==> src/rtl/pipe_hazard_ctrl_if.sv <==
// rtl/pipe_hazard_ctrl_if.sv - hazard controller signal bundle with pipeline/controller modports
interface pipe_hazard_ctrl_if;
  logic [4:0] rs_ID;
  logic [4:0] rt_ID;
  logic       use_rs_ID;
  logic       use_rt_ID;
  logic       branch_ID;
  logic       mnd_ID;
  logic [4:0] A3_EX;
  logic       GprWrite_EX;
  logic       Mem2Gpr_EX;
  logic       mnd_start_EX;
  logic       mnd_div_EX;
  logic [4:0] A3_MEM;
  logic       Mem2Gpr_MEM;
  logic       Exception;
  logic       int_req;
  logic       IE;
  logic       is_eret_MEM;
  logic       En_IF;
  logic       En_ID;
  logic       Clr_ID;
  logic       Clr_EX;
  logic       Clr_MEM;
  logic [1:0] PC_sel;
  logic       exl;
  logic       mnd_busy;

  modport master (
    output rs_ID, rt_ID, use_rs_ID, use_rt_ID, branch_ID, mnd_ID,
    output A3_EX, GprWrite_EX, Mem2Gpr_EX, mnd_start_EX, mnd_div_EX,
    output A3_MEM, Mem2Gpr_MEM, Exception, int_req, IE, is_eret_MEM,
    input  En_IF, En_ID, Clr_ID, Clr_EX, Clr_MEM, PC_sel, exl, mnd_busy
  );

  modport slave (
    input  rs_ID, rt_ID, use_rs_ID, use_rt_ID, branch_ID, mnd_ID,
    input  A3_EX, GprWrite_EX, Mem2Gpr_EX, mnd_start_EX, mnd_div_EX,
    input  A3_MEM, Mem2Gpr_MEM, Exception, int_req, IE, is_eret_MEM,
    output En_IF, En_ID, Clr_ID, Clr_EX, Clr_MEM, PC_sel, exl, mnd_busy
  );
endinterface

==> src/rtl/pipe_hazard_ctrl.sv <==
// rtl/pipe_hazard_ctrl.sv - pipeline stall/flush controller with mult/div busy counter and EXL bit
module pipe_hazard_ctrl #(
  parameter int MULT_CYC = 5,
  parameter int DIV_CYC  = 10,
  parameter int CNT_W    = 4
) (
  input  logic               Clk,
  input  logic               Reset,
  pipe_hazard_ctrl_if.slave  bus
);

  logic             r_exl;
  logic [CNT_W-1:0] r_cnt;

  logic w_hit_e;
  logic w_hit_m;
  logic w_load_use;
  logic w_br_dep;
  logic w_md_dep;
  logic w_stall;
  logic w_take_int;
  logic w_flush;
  logic w_cnt_nz;

  // Register 0 is hardwired, so a write to it never creates a dependency.
  assign w_hit_e = (bus.A3_EX != 5'd0) &&
                   ((bus.use_rs_ID && (bus.rs_ID == bus.A3_EX)) ||
                    (bus.use_rt_ID && (bus.rt_ID == bus.A3_EX)));
  assign w_hit_m = (bus.A3_MEM != 5'd0) &&
                   ((bus.use_rs_ID && (bus.rs_ID == bus.A3_MEM)) ||
                    (bus.use_rt_ID && (bus.rt_ID == bus.A3_MEM)));

  assign w_cnt_nz   = (r_cnt != '0);
  assign w_load_use = bus.Mem2Gpr_EX && w_hit_e;
  assign w_br_dep   = bus.branch_ID &&
                      ((bus.GprWrite_EX && w_hit_e) || (bus.Mem2Gpr_MEM && w_hit_m));
  assign w_md_dep   = bus.mnd_ID && (w_cnt_nz || bus.mnd_start_EX);
  assign w_stall    = w_load_use || w_br_dep || w_md_dep;
  assign w_take_int = bus.int_req && bus.IE && !r_exl;
  assign w_flush    = bus.Exception || w_take_int;

  always_comb begin
    bus.En_IF    = 1'b1;
    bus.En_ID    = 1'b1;
    bus.Clr_ID   = 1'b0;
    bus.Clr_EX   = 1'b0;
    bus.Clr_MEM  = 1'b0;
    bus.PC_sel   = 2'b00;
    bus.exl      = r_exl;
    bus.mnd_busy = w_cnt_nz && !Reset;
    if (Reset) begin
      bus.En_IF   = 1'b0;
      bus.En_ID   = 1'b0;
      bus.Clr_ID  = 1'b1;
      bus.Clr_EX  = 1'b1;
      bus.Clr_MEM = 1'b1;
    end else if (w_flush) begin
      bus.En_ID   = 1'b0;
      bus.Clr_ID  = 1'b1;
      bus.Clr_EX  = 1'b1;
      bus.Clr_MEM = 1'b1;
      bus.PC_sel  = 2'b01;
    end else if (bus.is_eret_MEM) begin
      // IF/ID is being cleared, so loading it would be wasted.
      bus.En_ID   = 1'b0;
      bus.Clr_ID  = 1'b1;
      bus.Clr_EX  = 1'b1;
      bus.PC_sel  = 2'b10;
    end else if (w_stall) begin
      bus.En_IF   = 1'b0;
      bus.En_ID   = 1'b0;
      bus.Clr_EX  = 1'b1;
    end
  end

  always_ff @(posedge Clk) begin
    if (Reset) begin
      r_exl <= 1'b0;
      r_cnt <= '0;
    end else begin
      if (w_flush)
        r_exl <= 1'b1;
      else if (bus.is_eret_MEM)
        r_exl <= 1'b0;

      // The HI/LO unit runs independently of flushes: an issued op always completes.
      if (bus.mnd_start_EX && !w_cnt_nz)
        r_cnt <= bus.mnd_div_EX ? CNT_W'(DIV_CYC) : CNT_W'(MULT_CYC);
      else if (w_cnt_nz)
        r_cnt <= r_cnt - 1'b1;
    end
  end

endmodule

==> src/flat_wrapper.sv <==
// flat-port wrapper written by rule: the top's interface ports become plain ports
module pipe_hazard_ctrl_flat 
#(
  parameter int MULT_CYC = 5,
  parameter int DIV_CYC  = 10,
  parameter int CNT_W    = 4
)
  (Clk, Reset, bus_rs_ID, bus_rt_ID, bus_use_rs_ID, bus_use_rt_ID, bus_branch_ID, bus_mnd_ID, bus_A3_EX, bus_GprWrite_EX, bus_Mem2Gpr_EX, bus_mnd_start_EX, bus_mnd_div_EX, bus_A3_MEM, bus_Mem2Gpr_MEM, bus_Exception, bus_int_req, bus_IE, bus_is_eret_MEM, bus_En_IF, bus_En_ID, bus_Clr_ID, bus_Clr_EX, bus_Clr_MEM, bus_PC_sel, bus_exl, bus_mnd_busy);
  pipe_hazard_ctrl_if bus_i ();
  input  logic Clk;
  input  logic Reset;
  input wire logic [$bits(bus_i.rs_ID)-1:0] bus_rs_ID;
  input wire logic [$bits(bus_i.rt_ID)-1:0] bus_rt_ID;
  input wire logic [$bits(bus_i.use_rs_ID)-1:0] bus_use_rs_ID;
  input wire logic [$bits(bus_i.use_rt_ID)-1:0] bus_use_rt_ID;
  input wire logic [$bits(bus_i.branch_ID)-1:0] bus_branch_ID;
  input wire logic [$bits(bus_i.mnd_ID)-1:0] bus_mnd_ID;
  input wire logic [$bits(bus_i.A3_EX)-1:0] bus_A3_EX;
  input wire logic [$bits(bus_i.GprWrite_EX)-1:0] bus_GprWrite_EX;
  input wire logic [$bits(bus_i.Mem2Gpr_EX)-1:0] bus_Mem2Gpr_EX;
  input wire logic [$bits(bus_i.mnd_start_EX)-1:0] bus_mnd_start_EX;
  input wire logic [$bits(bus_i.mnd_div_EX)-1:0] bus_mnd_div_EX;
  input wire logic [$bits(bus_i.A3_MEM)-1:0] bus_A3_MEM;
  input wire logic [$bits(bus_i.Mem2Gpr_MEM)-1:0] bus_Mem2Gpr_MEM;
  input wire logic [$bits(bus_i.Exception)-1:0] bus_Exception;
  input wire logic [$bits(bus_i.int_req)-1:0] bus_int_req;
  input wire logic [$bits(bus_i.IE)-1:0] bus_IE;
  input wire logic [$bits(bus_i.is_eret_MEM)-1:0] bus_is_eret_MEM;
  output wire logic [$bits(bus_i.En_IF)-1:0] bus_En_IF;
  output wire logic [$bits(bus_i.En_ID)-1:0] bus_En_ID;
  output wire logic [$bits(bus_i.Clr_ID)-1:0] bus_Clr_ID;
  output wire logic [$bits(bus_i.Clr_EX)-1:0] bus_Clr_EX;
  output wire logic [$bits(bus_i.Clr_MEM)-1:0] bus_Clr_MEM;
  output wire logic [$bits(bus_i.PC_sel)-1:0] bus_PC_sel;
  output wire logic [$bits(bus_i.exl)-1:0] bus_exl;
  output wire logic [$bits(bus_i.mnd_busy)-1:0] bus_mnd_busy;
  assign bus_i.rs_ID = bus_rs_ID;
  assign bus_i.rt_ID = bus_rt_ID;
  assign bus_i.use_rs_ID = bus_use_rs_ID;
  assign bus_i.use_rt_ID = bus_use_rt_ID;
  assign bus_i.branch_ID = bus_branch_ID;
  assign bus_i.mnd_ID = bus_mnd_ID;
  assign bus_i.A3_EX = bus_A3_EX;
  assign bus_i.GprWrite_EX = bus_GprWrite_EX;
  assign bus_i.Mem2Gpr_EX = bus_Mem2Gpr_EX;
  assign bus_i.mnd_start_EX = bus_mnd_start_EX;
  assign bus_i.mnd_div_EX = bus_mnd_div_EX;
  assign bus_i.A3_MEM = bus_A3_MEM;
  assign bus_i.Mem2Gpr_MEM = bus_Mem2Gpr_MEM;
  assign bus_i.Exception = bus_Exception;
  assign bus_i.int_req = bus_int_req;
  assign bus_i.IE = bus_IE;
  assign bus_i.is_eret_MEM = bus_is_eret_MEM;
  assign bus_En_IF = bus_i.En_IF;
  assign bus_En_ID = bus_i.En_ID;
  assign bus_Clr_ID = bus_i.Clr_ID;
  assign bus_Clr_EX = bus_i.Clr_EX;
  assign bus_Clr_MEM = bus_i.Clr_MEM;
  assign bus_PC_sel = bus_i.PC_sel;
  assign bus_exl = bus_i.exl;
  assign bus_mnd_busy = bus_i.mnd_busy;
  pipe_hazard_ctrl #(.MULT_CYC(MULT_CYC), .DIV_CYC(DIV_CYC), .CNT_W(CNT_W)) u_core (.Clk(Clk), .Reset(Reset), .bus(bus_i));
endmodule
==> config.mk <==
export PLATFORM = sky130hd
export DESIGN_NAME = pipe_hazard_ctrl_flat
export DESIGN_NICKNAME = d
export VERILOG_FILES = /design/src/rtl/pipe_hazard_ctrl_if.sv /design/src/rtl/pipe_hazard_ctrl.sv /design/src/flat_wrapper.sv
export SDC_FILE = /design/constraint.sdc
export NUM_CORES = 1
export LEC_CHECK = 0
export ABC_CLOCK_PERIOD_IN_PS = 1900
export CAP_MARGIN = 20
export CORE_UTILIZATION = 30
export CTS_CLUSTER_DIAMETER = 60
export CTS_CLUSTER_SIZE = 16
export DETAILED_ROUTE_END_ITERATION = 12
export PLACE_DENSITY = 0.75
export SETUP_SLACK_MARGIN = 0.3
export SLEW_MARGIN = 0
export SYNTH_ARGS = -nofsm -noshare
export SYNTH_HDL_FRONTEND = slang
export SYNTH_SLANG_ARGS = --single-unit
==> constraint.sdc <==
create_clock -name Clk -period 1.9 [get_ports Clk]
set_input_delay 0.475 -clock Clk [delete_from_list [all_inputs] [get_ports Clk]]
set_output_delay 0.475 -clock Clk [all_outputs]
set_load 0.005 [all_outputs]
# Yosys cells after proc, flatten, opt, wreduce, memory -nomap -nowiden
# Cells that the tools add are included.
# op_classes
mux	24
reduce_logical	30
addsub	1
eq_ne	4
# ops
op	count
$eq A5 B5 Y1	4
$mux W1	18
$logic_and A1 B1 Y1	15
$mux W4	3
$reduce_bool A5 Y1	2
$logic_or A1 B1 Y1	7
$mux W2	3
$reduce_bool A2 Y1	2
$reduce_bool A4 Y1	1
$sub A4 B1 Y4 const B	1
$logic_not A1 Y1	3
# word_totals
wordCells	61
register_bits	5
output_inout_bits	9
input_bits	35

# Depth between registers and ports, before layout
# logic_depth
ltp_word	13
mapped_depth	7
depth_no_buf	6

# Worst setup path after synthesis
# No wires, ideal clock.
# synth_path
path_kind	input to output
start	in bus_A3_EX[3]
end	out bus_En_IF
cell_stages	5
path_buffers	0
required_ns	1.425
arrival_ns	1.510
slack_ns	-0.085
path_cell_list	xor2_1 > nor4_2 > nand3_1 > a211o_1 > a41o_1
# synth_via
elab_chain_len	13
# synth_lines
item	line	text
start: declaration	flat_wrapper.sv:18	input wire logic [$bits(bus_i.A3_EX)-1:0] bus_A3_EX;
$eq A5 B5 Y1 (on tied branches)	pipe_hazard_ctrl.sv:27, pipe_hazard_ctrl.sv:28	
$logic_and A1 B1 Y1 (on tied branches)	pipe_hazard_ctrl.sv:27, pipe_hazard_ctrl.sv:28	
$logic_or A1 B1 Y1	pipe_hazard_ctrl.sv:27	((bus.use_rs_ID && (bus.rs_ID == bus.A3_EX)) ||
$logic_and A1 B1 Y1 (*)	pipe_hazard_ctrl.sv:26	assign w_hit_e = (bus.A3_EX != 5'd0) &&
$logic_and A1 B1 Y1	pipe_hazard_ctrl.sv:36	((bus.GprWrite_EX && w_hit_e) || (bus.Mem2Gpr_MEM && w_hit_m));
$logic_or A1 B1 Y1	pipe_hazard_ctrl.sv:36	
$logic_and A1 B1 Y1	pipe_hazard_ctrl.sv:35	assign w_br_dep = bus.branch_ID &&
$logic_or A1 B1 Y1 (*) (2 in series)	pipe_hazard_ctrl.sv:38	assign w_stall = w_load_use || w_br_dep || w_md_dep;
$mux W1 (*)	pipe_hazard_ctrl.sv:69	end else if (w_stall) begin
$mux W1 (*)	pipe_hazard_ctrl.sv:63	end else if (bus.is_eret_MEM) begin
$mux W1 (*)	pipe_hazard_ctrl.sv:57	end else if (w_flush) begin
$mux W1 (*)	pipe_hazard_ctrl.sv:51	if (Reset) begin
end: declaration	flat_wrapper.sv:29	output wire logic [$bits(bus_i.En_IF)-1:0] bus_En_IF;
# Every way passes the cells marked *; elsewhere a longest branch is shown, timed or not.

# Worst setup path in the final report
# layout_path
start	in bus_rt_ID[3]
end	out bus_En_IF
# layout_via
elab_chain_len	13
# layout_lines
item	line	text
start: declaration	flat_wrapper.sv:13	input wire logic [$bits(bus_i.rt_ID)-1:0] bus_rt_ID;
$eq A5 B5 Y1 (on tied branches)	pipe_hazard_ctrl.sv:28, pipe_hazard_ctrl.sv:31	
$logic_and A1 B1 Y1 (on tied branches)	pipe_hazard_ctrl.sv:28, pipe_hazard_ctrl.sv:31	
$logic_or A1 B1 Y1 (on tied branches)	pipe_hazard_ctrl.sv:27, pipe_hazard_ctrl.sv:30	
$logic_and A1 B1 Y1 (on tied branches)	pipe_hazard_ctrl.sv:26, pipe_hazard_ctrl.sv:29	
$logic_and A1 B1 Y1	pipe_hazard_ctrl.sv:36	
$logic_or A1 B1 Y1	pipe_hazard_ctrl.sv:36	
$logic_and A1 B1 Y1	pipe_hazard_ctrl.sv:35	
$logic_or A1 B1 Y1 (*) (2 in series)	pipe_hazard_ctrl.sv:38	
$mux W1 (*)	pipe_hazard_ctrl.sv:69	
$mux W1 (*)	pipe_hazard_ctrl.sv:63	
$mux W1 (*)	pipe_hazard_ctrl.sv:57	
$mux W1 (*)	pipe_hazard_ctrl.sv:51	
# Marked as above.

==> flow_metrics.py <==
metrics = {
    "pwr": {
        "power_frac_clock_pct": 13.6,
        "sequentialPowerShare_pct": 17.4,
        "power.internal_uw": 597,
        "powerDensity_nw_per_um2": 686,
        "comb_power_share_pct": 69.1,
        "peakVddDrop_mv": 0.711,
        "p_sw_share_pct": 39.6,
        "p_switching_uw": 391,
        "p_leak_uw": 0.000644,
    },
    "worst_setup_path": {
        "path_class": "primary input to output port",
        "crit_required_ns": 1.42,
        "max_stage_delay_ns": 0.33,
        "r2r_end": "u_core.r_cnt[3]$_SDFFE_PP0P_",
        "crit_end": "bus_En_IF",
        "cp_cell_sequence": "buf_6 > xor2_1 > nor4_2 > nand3_1 > a211o_1 > buf_6 > a41o_1 > buf_2",
        "cp_common_cell": "buf_6",
        "cp_slowest_cell": "nor4_2",
        "crit_fanout": 2,
        "rr_startpoint": "u_core.r_cnt[1]$_SDFFE_PP0P_",
        "rr_worst_depth": 5,
        "path_delay_family": "compound AO/OA/AOI/OAI gates",
        "critPathLaunch": "bus_rt_ID[3]",
        "rrSetupSlack_ns": 0.43,
        "critPathBufInv": 3,
        "worst-path-stages": 8,
        "arrival_ns": 1.98,
        "crit_path_start_kind": "primary input",
        "cp-end-kind": "output port",
    },
    "flow_run": {
        "maxCapViolCount": 0,
    },
    "clocking": {
        "postCtsHoldBufs": 0,
        "clock-sinks": 5,
        "clock_path_buffers": 2,
        "cts_buffers": 3,
        "worst_skew_pair.late_latency_ns": 0.25,
        "clk_pin_slew_ns": 0.05,
        "htreeDepth": 1,
        "cts_root_buf": "clkbuf_4",
        "cts_tree": "done",
    },
    "timing": {
        "finalClockSkew_ns": 0.00275,
        "finalHoldViolations": 0,
        "timing.setup.tns_ns": -1.38,
        "finalCritPeriodShare_pct": 129,
        "slew_headroom_pct": 73.9,
        "holdWs_ns": 0.624,
        "rsz0062_at_grt": "yes",
        "setup_viol": 4,
        "period_minus_slack_ns": 2.45,
        "finalWorstSetupSlack_ns": -0.555,
        "fmax_ghz": 0.407,
        "slew_viol_final": 0,
        "worstMarginPinSlew_ns": 0.388,
    },
    "die": {
        "io_pins": 44,
        "die_h_um": 46.6,
        "dieArea_sq_um": 2170,
        "rows": 15,
        "die_x_um": 46.6,
        "core_sq_um": 1800,
        "start_util_pct": 33.1,
    },
    "synthesis": {
        "synth_top_area_share_pct": 17.6,
        "synthMuxAreaShare_pct": 0,
        "yosysWarningCount": 0,
        "synth-adder-area-share_pct": 4.20,
        "synthesis.area_sq_um": 596,
        "synth_xor_area_share_pct": 30.9,
        "synth.distinct_cells": 28,
        "synth_top_family_by_area": "XOR/XNOR gates",
        "seq_area_frac_synth_pct": 16.8,
        "yosysTopAreaCell": "xnor2_1",
        "synth_area_per_cell_sq_um": 7.35,
        "synth_area_leaders": "xnor2_1 18%, dfxtp_1 17%, xor2_1 13%, nor2_1 5.7%, a21oi_1 5.0%",
        "syn_inst": 81,
        "syn_nets": 118,
        "synth_compound_area_share_pct": 17.4,
        "synthSimpleGateAreaFrac_pct": 25.6,
        "yosys_register_bits": 5,
    },
    "cells_and_area": {
        "fin_area_sq_um": 1440,
        "syn2layout_area_growth_pct": 142,
        "multi_input_area_sq_um": 582,
        "final_util_pct": 80.0,
        "antenna_cells": 0,
        "fill_cells": 115,
        "seqCellArea_sq_um": 104,
        "final_layout_size_suffix_gt1_share_pct": 53.4,
        "nets": 199,
        "instances_no_fill": 186,
    },
    "status": {
        "outcome": "finished, violations left",
        "violations": "negative setup slack",
    },
    "grt": {
        "grt_max_degree": 8,
        "grt_remaining_overflow": 0,
        "antenna_found_initial": 0,
        "grt_pass1_vias": 1002,
        "grt_pass1_wl_mm": 4.06,
        "grtUsageTotal_pct": 27.0,
    },
    "hold_path": {
        "hold_class": "flip-flop to flip-flop",
    },
    "place": {
        "dp.cells": 169,
        "gp_congestion": 0.886,
        "dp_hpwl_mm": 1.87,
        "numPortBuffers": 43,
        "placed_area_sq_um": 1210,
    },
    "route": {
        "vias_per_cell": 5.11,
        "post_drt_wl_per_cell_um": 17.0,
        "drtIter0Drc": 28,
        "vias": 950,
        "drt_drc_violations_left": 0,
        "ant_nets": 0,
        "dr.pass1.iters": 4,
        "drt_wl_total_mm": 3.16,
    },
}
[synthesized netlist by cell type (all sizes together)]
master,instances
and4,1
or3,1
nor4,2
clkbuf,2
xor2,9
or4,2
nand4,3
inv,6
ha,2
nor2,9
o21ai,2
nor3,1
nand2b,1
xnor2,12
o22ai,1
dfxtp,5
nand3,3
nand2,5
a211oi,1
a211o,1
and2,1
a21oi,6
a21o,1
a41o,1
o2111ai,1
a31oi,1
a311oi,1
[placed cells by master, fill, tap and decap left out, types with 2 or more instances in the layout]
cell type,count
a21oi_1,6
buf_2,11
buf_4,27
buf_6,18
clkbuf_4,3
clkdlybuf4s15_1,3
clkdlybuf4s15_2,2
clkdlybuf4s50_1,9
dfxtp_1,2
dfxtp_2,3
dlygate4sd2_1,6
inv_2,5
nand2_1,4
nand3_1,3
nand4_1,3
nor2_1,6
nor2_4,3
nor4_2,2
o21ai_0,2
xnor2_1,12
xor2_1,6
xor2_2,3
[power groups by stage]
stage	Clock (uW)	Combinational, uW	Sequential (uW)
2_1_floorplan	0	251	164
3_3_place_gp	0	505	162
3_5_place_dp	0	525	166
4_1_cts	136	599	171
5_1_grt	142	723	176
6_report	134	683	172
[worst min-delay path by stage]
stage / endpoint / cells past startpoint / startpoint / slack (ns)
5_1_grt: u_core.r_cnt[0]$_SDFFE_PP0P_ / 3 / u_core.r_cnt[0]$_SDFFE_PP0P_ / 0.65
3_3_place_gp: u_core.bus.exl$_SDFFE_PP0P_ / 2 / u_core.bus.exl$_SDFFE_PP0P_ / 0.53
6_report: u_core.r_cnt[0]$_SDFFE_PP0P_ / 3 / u_core.r_cnt[0]$_SDFFE_PP0P_ / 0.62
2_1_floorplan: u_core.bus.exl$_SDFFE_PP0P_ / 1 / u_core.bus.exl$_SDFFE_PP0P_ / 0.47
3_5_place_dp: u_core.bus.exl$_SDFFE_PP0P_ / 2 / u_core.bus.exl$_SDFFE_PP0P_ / 0.55
4_1_cts: u_core.r_cnt[0]$_SDFFE_PP0P_ / 3 / u_core.r_cnt[0]$_SDFFE_PP0P_ / 0.62
[routing by layer]
metal / vias to the layer above / GRT usage (%) / part of all wire, %
li1: 447 / - / -
met1: 432 / 25.6 / 35
met2: 57 / 50.0 / 54
met3: 14 / 4.31 / 7.0
met4: 0 / 21.2 / 3.8
met5: - / 0 / 0
[final cells by class]
class	instances	share of cell area (%)
Timing Repair Buffer	78	46.9
Multi-Input combinational cell	68	40.4
Sequential cell	5	7.20
Tap cell	25	2.17
Clock buffer	4	1.82
Inverter	6	1.56
[repair_timing]
item,4_1_cts,5_1_grt
setup buffers,9,4
endpoints found under the setup margin,9,8
gates resized for setup,138,25
endpoints found under the hold margin,0,0
pin swaps,19,10
[state kept, by name, summed over array words and instances (netlist names)]
name	count
u_core.bus.exl	1
u_core.r_cnt	4
[kinds of logic after synthesis]
logic type / after synthesis
buf+inv: 8
compound gates: 16
xor+xnor: 21
fa+ha+maj: 2
flops: 5
simple gates: 29
[stage by stage]
step           worst slack, ns  total power (uW)
2_1_floorplan          -0.0379               415
3_3_place_gp             -1.10               667
3_5_place_dp             -1.11               691
4_1_cts                 -0.514               906
5_1_grt                 -0.565              1040
6_report                -0.555               989
[worst register-to-register path: cells and delay by family (launching register included)]
kind / cells / cell delay (ns)
AND/OR/NAND/NOR: 2 / 0.67
flip-flops: 1 / 0.32
AO/OA/AOI/OAI: 2 / 0.28
buffers and inverters: 1 / 0.12
Power figures use the tool's default switching activity.
